**src/rtl/ldm_stm_sequencer_pkg.sv**
```systemverilog
// Shared constants for the LDM/STM block-transfer sequencer: FSM states,
// word size and the {up,pre} addressing-mode encodings.
package ldm_stm_sequencer_pkg;

    localparam int unsigned WORD_BYTES = 4;

    localparam logic [1:0] ST_IDLE = 2'd0;
    localparam logic [1:0] ST_XFER = 2'd1;
    localparam logic [1:0] ST_DONE = 2'd2;

    // {up, pre}
    localparam logic [1:0] MODE_IA = 2'b10;
    localparam logic [1:0] MODE_IB = 2'b11;
    localparam logic [1:0] MODE_DA = 2'b00;
    localparam logic [1:0] MODE_DB = 2'b01;

endpackage

```
**src/rtl/ldm_stm_sequencer_lsb_isolate16.sv**
```systemverilog
// Isolates the lowest set bit of a 16-bit vector; zero in gives zero out.
module lsb_isolate16 (
    input  logic [15:0] vec,
    output logic [15:0] onehot
);

    // Two's complement trick: x & -x keeps only the least significant one.
    assign onehot = vec & (~vec + 16'd1);

endmodule

```
**src/rtl/ldm_stm_sequencer.sv**
```systemverilog
// Block load/store sequencer: walks a register list in ascending order and
// presents one register/address pair per accepted transfer.
module ldm_stm_sequencer
    import ldm_stm_sequencer_pkg::*;
#(
    parameter int unsigned ADDR_W = 32
) (
    input  logic              clk,
    input  logic              rst_n,
    input  logic              start,
    input  logic [15:0]       reg_list,
    input  logic [ADDR_W-1:0] base_addr,
    input  logic              up,
    input  logic              pre,
    output logic              busy,
    output logic              xfer_valid,
    input  logic              xfer_ready,
    output logic [15:0]       reg_onehot,
    output logic [ADDR_W-1:0] xfer_addr,
    output logic              xfer_last,
    output logic              done,
    output logic [ADDR_W-1:0] wb_addr
);

    localparam logic [ADDR_W-1:0] Word = ADDR_W'(WORD_BYTES);

    logic [1:0]        state_q, state_d;
    logic [15:0]       mask_q, mask_d, lowest;
    logic [ADDR_W-1:0] addr_q, addr_d, wb_q, wb_d;
    logic [ADDR_W-1:0] span, start_addr;
    logic [4:0]        count;
    logic              in_xfer, single;

    lsb_isolate16 u_lsb (
        .vec    (mask_q),
        .onehot (lowest)
    );

    always_comb begin
        count = '0;
        for (int i = 0; i < 16; i++) begin
            count = count + 5'(reg_list[i]);
        end
    end

    assign span = ADDR_W'(count) * Word;

    // Transfers always run at ascending addresses, so decrement modes start low.
    always_comb begin
        case ({up, pre})
            MODE_IA: start_addr = base_addr;
            MODE_IB: start_addr = base_addr + Word;
            MODE_DA: start_addr = base_addr - span + Word;
            default: start_addr = base_addr - span;
        endcase
    end

    assign in_xfer = (state_q == ST_XFER);
    assign single  = (mask_q != 16'd0) && ((mask_q & (mask_q - 16'd1)) == 16'd0);

    always_comb begin
        state_d = state_q;
        mask_d  = mask_q;
        addr_d  = addr_q;
        wb_d    = wb_q;
        case (state_q)
            ST_IDLE: begin
                if (start) begin
                    mask_d  = reg_list;
                    addr_d  = start_addr;
                    wb_d    = up ? (base_addr + span) : (base_addr - span);
                    state_d = (reg_list != 16'd0) ? ST_XFER : ST_DONE;
                end
            end
            ST_XFER: begin
                if (xfer_ready) begin
                    mask_d = mask_q & ~lowest;
                    addr_d = addr_q + Word;
                    if (single) begin
                        state_d = ST_DONE;
                    end
                end
            end
            ST_DONE: state_d = ST_IDLE;
            default: state_d = ST_IDLE;
        endcase
    end

    always_ff @(posedge clk or negedge rst_n) begin
        if (!rst_n) begin
            state_q <= ST_IDLE;
            mask_q  <= '0;
            addr_q  <= '0;
            wb_q    <= '0;
        end else begin
            state_q <= state_d;
            mask_q  <= mask_d;
            addr_q  <= addr_d;
            wb_q    <= wb_d;
        end
    end

    assign busy       = (state_q != ST_IDLE);
    assign xfer_valid = in_xfer;
    assign reg_onehot = in_xfer ? lowest : 16'd0;
    assign xfer_last  = in_xfer & single;
    assign xfer_addr  = addr_q;
    assign done       = (state_q == ST_DONE);
    assign wb_addr    = wb_q;

endmodule

```
**config.mk**
```make
export PLATFORM = sky130hd
export DESIGN_NAME = ldm_stm_sequencer
export DESIGN_NICKNAME = d
export VERILOG_FILES = /design/src/rtl/ldm_stm_sequencer_pkg.sv /design/src/rtl/ldm_stm_sequencer_lsb_isolate16.sv /design/src/rtl/ldm_stm_sequencer.sv
export SDC_FILE = /design/constraint.sdc
export NUM_CORES = 1
export LEC_CHECK = 0
export ABC_CLOCK_PERIOD_IN_PS = 5400
export CELL_PAD_IN_SITES_DETAIL_PLACEMENT = 0
export CELL_PAD_IN_SITES_GLOBAL_PLACEMENT = 1
export CORE_ASPECT_RATIO = 2
export CORE_MARGIN = 4
export CORE_UTILIZATION = 43
export CTS_BUF_LIST = sky130_fd_sc_hd__clkbuf_8
export DETAILED_ROUTE_END_ITERATION = 6
export PLACE_DENSITY = 0.95
export SLEW_MARGIN = 10
export SYNTH_ARGS = -nofsm -noshare
export SYNTH_HDL_FRONTEND = slang
export SYNTH_SLANG_ARGS = --single-unit
```
**constraint.sdc**
```tcl
create_clock -name clk -period 5.4 [get_ports clk]
set_input_delay 0.81 -clock clk [delete_from_list [all_inputs] [get_ports clk]]
set_output_delay 0.81 -clock clk [all_outputs]
set_load 0.1 [all_outputs]
```
==> impl_results.md, run 1 <==
* Number of nets in the layout at ~1500
* Syn Area/Cell at 7.241 um^2
* First-pass GRT wire length at between 50 and 60 mm
* Mapped Area at 8183 um^2
* Post-route setup slack at -942.6 ps
* Final core utilization at 63.96%
* Failing checks: negative setup slack
* Area Overhead vs Synth at 46.51%
* Max-slew headroom at the worst pin at 17.85%
* Peak VDD IR at 0.0004046 V
* Maximum operating frequency at 157.7 MHz
* Hold Buf Count CTS at 0
* Setup crit start kind: input port
* Clock Sinks at 82
* EDFF count, synth at 0
* Tot GR Track Use at 29.17%
* Top cell type's share of synthesized area at between 20% and 30%
* Cell count after synthesis at approximately 1100
* Top post-synthesis cells by area: dfrtp_1, nand2_1, xnor2_1, o21ai_0, a21oi_1
* DP HPWL at between 20 and 25 mm
* Worst slew pin tran at 1230 ps
* Remaining DRCs at 0
* Mapped Nets at between 1000 and 1500
* Starting DRT DRC Count at 559
* Ports at 138
* Worst-path fanout max at 7
* Final Slew Violations at 0
* Post-DR wirelength/cell at roughly 20 um
* RSZ-0062 raised after global routing: yes
* Seq cells post-synth at 82
* Setup TNS at -21260 ps
* TritonCTS clock tree: built
* Final setup fails at between 40 and 50
* Detailed-route wire length at about 32 mm
* Antenna violation net count after detailed routing at 0
* Inst Count DP at 1594
* Die Ht at 203.1 um
* Layout cells sized above 1 at a little over a quarter
* Critical Path AT at 6670 ps
* Clk Latency, worst-skew pair at between 300 and 400 ps
* Largest net degree at the start of global routing at 54
* Tightest Hold Check Type: in2async
* Vias at between 9000 and 10000
* CP Class: in2reg
* Overflow after GRT at 0
* Antenna violations before repair at 0
* Leakage power total at around 0.0049 uW
* Vias/cell at between 6 and 7
* GP Congestion at ~1.0
* Commonest cells post-synth: nand2_1, o21ai_0, a21oi_1
* Initial Util at 43.66%
* Num CTS Buffers at 9
* CP Data Required Time at 5730 ps
* H-tree Lvls at 3
* Status: finished, violations left
* Chip width at 105.5 um
* Min Tclk post-route at 6343 ps
* ANT cells at 0
* Full die area at 21440 um^2
* Tcrit/Tclk final at 117.5%
* Async S/R FF share, synth at 100.0%
* Seq/Total Area, Yosys at about a quarter
* Fin. Hold Viols at 0
* CTS Buffer Depth at 2
* Count leader, synth: nand2_1
* Vias in the first global route at 9981
* DRT Pass-1 Iters at 5
* Clk_skew at 15.08 ps
* Critical Path End Type: flip-flop
* # rows at 71
* PortBufs at 137
* Layout Cells excl Fill at 1645
* Yosys cell types at 68
* Pwr Density at between 600 and 700 nW/um^2
* Root Driver: clkbuf_8
* Core area at 18740 um^2
* Max Cap Viol at 0
* Largest area contributor in the netlist: dfrtp_1
* Yosys warning total at 0
* Worst-path clk slew at approximately 100 ps
* Top FF cell, synth: dfrtp_1
[routing by layer]
metal	vias up	track usage [%]	part of all wire (%)
met4	0	19.59	7.2
met1	4690	30.91	35
met2	439	53.22	52
met3	139	3.373	5.1
met5	-	0	0
li1	4606	-	-
[per-stage QoR]
step	hold WS, ps	worst slack (ps)	instance area [um^2]	total power [uW]
global route	382.1	-1070	11990	8422
CTS	361.7	-1070	11580	7679
global placement	461.0	-1841	10800	6707
finish	353.3	-942.6	11990	7991
detailed placement	461.3	-1984	10800	6795
floorplan	486.7	-1182	8338	5095
[layout make-up]
class / count / area [um^2]
Multi-Input combinational cell: 914 / 6405
Inverter: 53 / 215.2
Clock inverter: 7 / 58.81
Sequential cell: 82 / 2052
Clock buffer: 9 / 123.9
Tap cell: 255 / 319.1
Fill cell: 1540 / 6755
Timing Repair Buffer: 325 / 2815
[cells in the final DEF, fill, tap and decap left out, types with 36 or more instances in the layout]
cell             instances
buf_4                  181
nand2_1                141
clkdlybuf4s50_1        112
dfrtp_1                 82
a21oi_1                 80
o21ai_0                 70
nor2_1                  69
xnor2_1                 56
nand3_1                 47
inv_1                   36
[kinds of logic after synthesis]
| group | after synthesis | share of synthesized area, % |
|---|---|---|
| DFF | 82 | 25.08 |
| xor gates and xnor gates | 78 | 8.349 |
| and+or+nand+nor | 464 | 28.09 |
| buffers and inverters | 134 | 6.361 |
| AOI/OAI and AO/OA | 331 | 24.97 |
| muxes | 5 | 0.6116 |
| adders and majority gates | 36 | 6.544 |
[sequential cells by signal, indices dropped and copies added, names as in the netlist]
name,flops
wb_addr,32
xfer_addr,32
mask_q,16
state_q,2
[timing repair]
| item | in CTS | in global routing |
|---|---|---|
| gates resized for setup | 171 | 64 |
| endpoints found under the setup margin | 56 | 52 |
| pin swaps | 69 | 56 |
| buffers inserted | 17 | 19 |
| gates cloned | 1 | 0 |
[final timing paths]
path | startpoint | to | slack, ps | depth (start not counted)
hold reg to reg | xfer_addr[0] | xfer_addr[0] | 480 | 2
setup / recovery | reg_list[11] | xfer_addr[22] | -940 | 21
min in group clk | xfer_addr[0] | xfer_addr[0] | 480 | 2
hold / removal | rst_n | xfer_addr[30] | 350 | 1
setup reg to reg | mask_q[0] | state_q[1] | 1670 | 9
max in group asynchronous | rst_n | mask_q[13] | 4020 | 2
[worst max-delay path, stage by stage]
cell      delay, ps
buf_6            80
inv_4            40
fa_1            500
fa_1            570
fa_2            460
fa_1            520
inv_2            50
ha_4            160
fa_2            580
buf_4           130
fa_2            190
buf_4           130
nor2_1           60
o311a_1         310
or3_1           390
a211o_1         270
a2111o_1        440
or2_4           270
buf_6           150
or4_1           470
nand3_1          80
[power breakdown]
part,internal (uW),total [uW],switching (uW),leakage (uW)
sequential,893,1200,306,0.00102
clock,176,445,269,0.0000929
combinational,2120,6350,4220,0.00374
total,3190,7990,4800,0.00486
(Power assumes the default switching activity.)
==> run 2, diff against run 1 <==
- CAP_MARGIN: not set -> 25
==> run 2 against run 1 <==
  * The run still ends with negative setup slack left
  * Total power grew 4.3%
  * Hold slack gained 6.4 ps
  * Non-clock buffer count grew 19
  * Maximum frequency shrank 2.0%
  * Clock-buffer cell count is the same
  * Flip-flop and latch count is the same
  * Register-to-register slack lost 20 ps
  * Clock power is essentially flat
  * Final cell count grew 1.2%
  * Wire length grew 4.5%
  * Critical path type unchanged
  * Largest cell class unchanged
  * Highest routed layer unchanged
==> impl_results.md, run 2 (synthesized netlist as in run 1, its figures left out) <==
* Worst r2r dst: state_q[1]
* Die Ht at 203.1 um
* Antenna violations before repair at 0
* GP Congestion at 1.020
* DP HPWL at 23.55 mm
* Chip width at 105.5 um
* Setup TNS at -25910 ps
* H-tree Lvls at 3
* Layout Cells excl Fill at 1664
* Inst Count DP at between 1500 and 2000
* Antenna violation net count after detailed routing at 0
* Gate power share at 80.3%
* GRT Max-Usage Layer: met2
* Vias/cell at 6.117
* Overflow after GRT at 0
* CTS Buffer Depth at 2
* Number of nets in the layout at 1492
* Final setup fails at 50
* Clock Sinks at 82
* Final Slew Violations at 0
* Vias in the first global route at 9963
* RSZ-0062 raised after global routing: yes
* Maximum operating frequency at 154.5 MHz
* Worst R2R Path Depth at 9
* Starting DRT DRC Count at between 800 and 900
* Area Overhead vs Synth at 52.66%
* Layout cells sized above 1 at 30.09%
* TritonCTS clock tree: built
* Reg2Reg Setup Slack at 1650 ps
* Ports at 138
* Post-DR wirelength/cell at 20.24 um
* Pwr Density at 667.0 nW/um^2
* Number of fill cells at approximately 1500
* Final core utilization at around two thirds
* Core area at 18740 um^2
* First-pass GRT wire length at between 50 and 60 mm
* Worst-path fanout max at 6
* Finished Cell Area at 12490 um^2
* Initial Util at 43.66%
* Tightest Hold Check Type: in2async
* CP endpoint: xfer_addr[26]
* Remaining DRCs at 0
* Peak VDD IR at 0.0003939 V
* Most frequent cells in the layout: buf_4, nand2_1, clkdlybuf4s50_1
* Clk_skew at 13.93 ps
* Failing checks: negative setup slack
* Tot GR Track Use at 30.14%
* DRT Pass-1 Iters at 6
* Max Cap Viol at 0
* Worst slew pin tran at 1064 ps
* Status: finished, violations left
* Seq pwr share at 14.4%
* # rows at 71
* Pint at 3366 uW
* Critical Path End Type: flip-flop
* Num CTS Buffers at 9
* Met1 Usage GRT at 33.25%
* Worst setup startpoint: reg_list[10]
* PortBufs at 137
* Switching Share at slightly below 60%
* Largest net degree at the start of global routing at 54
* Root Driver: clkbuf_8
* Clock Power Share at 5.3%
* Net Sw Power at between 4000 and 5000 uW
* Met2 Resource Use GR at 53.88%
* Tcrit/Tclk final at 119.8%
* Cell area after placement at 10810 um^2
* Worst flop-to-flop path startpoint: mask_q[0]
* Clk Latency, worst-skew pair at 380 ps
* Max-slew headroom at the worst pin at 28.86%
* Commonest non-fill, non-tap cell in the layout: buf_4
* Fin. Hold Viols at 0
* CP Data Required Time at 5670 ps
* Critical Path AT at 6740 ps
* Full die area at 21440 um^2
* Worst-path clk slew at 90 ps
* GR Util met3 at ~3.2%
* Detailed-route wire length at around 34 mm
* Min Tclk post-route at 6471 ps
* Post-route setup slack at -1071 ps
* Vias at 10180
* CP Class: in2reg
* Leakage power total at 0.005051 uW
* Setup crit start kind: input port
* ANT cells at 0
[run 2: changes by cell type in the layout (fill, tap and decap cells not counted), moves of 4 or more]
| cell | change |
|---|---|
| buf_4 | -7 |
| nand3_1 | -4 |
| nor3_1 | +4 |
| o22ai_1 | -5 |
| nor3_2 | -4 |
| buf_6 | +26 |
| o21ai_1 | +7 |
| o21ai_0 | -9 |
| xnor2_2 | +5 |
| xnor2_1 | -5 |
[run 2: worst max-delay path: stages]
cell and delay, ps:
clkdlybuf4s50_1 520, inv_2 80, fa_1 590, fa_2 460
fa_1 510, inv_2 50, ha_4 160, fa_2 380
a21o_1 200, and2_4 180, ha_4 290, nor3_4 40
and2_4 160, or4_4 500, a211o_1 310, a2111o_1 440
or2_4 290, buf_6 140, o31ai_1 200, o2111ai_1 140
a31oi_1 270
[run 2: how the worst min path moves through the flow]
| stage | start | to | slack (ps) | cells after the start |
|---|---|---|---|---|
| 3_3_place_gp | xfer_addr[0] | xfer_addr[0] | 460 | 2 |
| 6_report | rst_n | xfer_addr[30] | 360 | 1 |
| 5_1_grt | rst_n | xfer_addr[30] | 390 | 1 |
| 4_1_cts | rst_n | wb_addr[7] | 370 | 1 |
| 2_1_floorplan | mask_q[15] | mask_q[15] | 490 | 2 |
| 3_5_place_dp | xfer_addr[0] | xfer_addr[0] | 470 | 2 |
[run 2: per-layer routing]
| layer | up-vias | part of all wire [%] |
|---|---|---|
| met3 | 189 | 6.5 |
| li1 | 4633 | - |
| met5 | - | 0 |
| met2 | 554 | 50 |
| met1 | 4802 | 35 |
| met4 | 0 | 8.3 |
[run 2: timing repair]
action / in CTS / in global routing
pin swaps: 82 / 81
hold buffers: 0 / 0
buffers inserted: 37 / 28
endpoints found under the setup margin: 56 / 54
resized for setup: 212 / 111
[run 2: power by group through the flow]
| stage | combinational [uW] | clock, uW | sequential (uW) |
|---|---|---|---|
| global placement | 5510 | 0 | 1190 |
| detailed placement | 5600 | 0 | 1200 |
| finish | 6690 | 445 | 1200 |
| floorplan | 2410 | 0 | 2680 |
| CTS | 6270 | 450 | 1190 |
| global route | 7050 | 472 | 1240 |
[run 2: area by class of cell]
class	instances	area [um^2]	area share, %
sequential	82	2052	16.43
clock inverter	7	58.81	0.4708
multi-input combinational	914	6658	53.30
timing repair buffer	344	3065	24.54
tap	255	319.1	2.554
inverter	53	215.2	1.723
clock buffer	9	123.9	0.9916
[run 2: stage by stage]
| stage | hold slack [ps] | setup WS [ps] | power (uW) |
|---|---|---|---|
| floorplan | 486.7 | -1182 | 5095 |
| global placement | 461.0 | -1841 | 6707 |
| detailed placement | 469.3 | -1988 | 6800 |
| CTS | 373.4 | -1001 | 7910 |
| global route | 390.0 | -1125 | 8764 |
| finish | 359.7 | -1071 | 8332 |
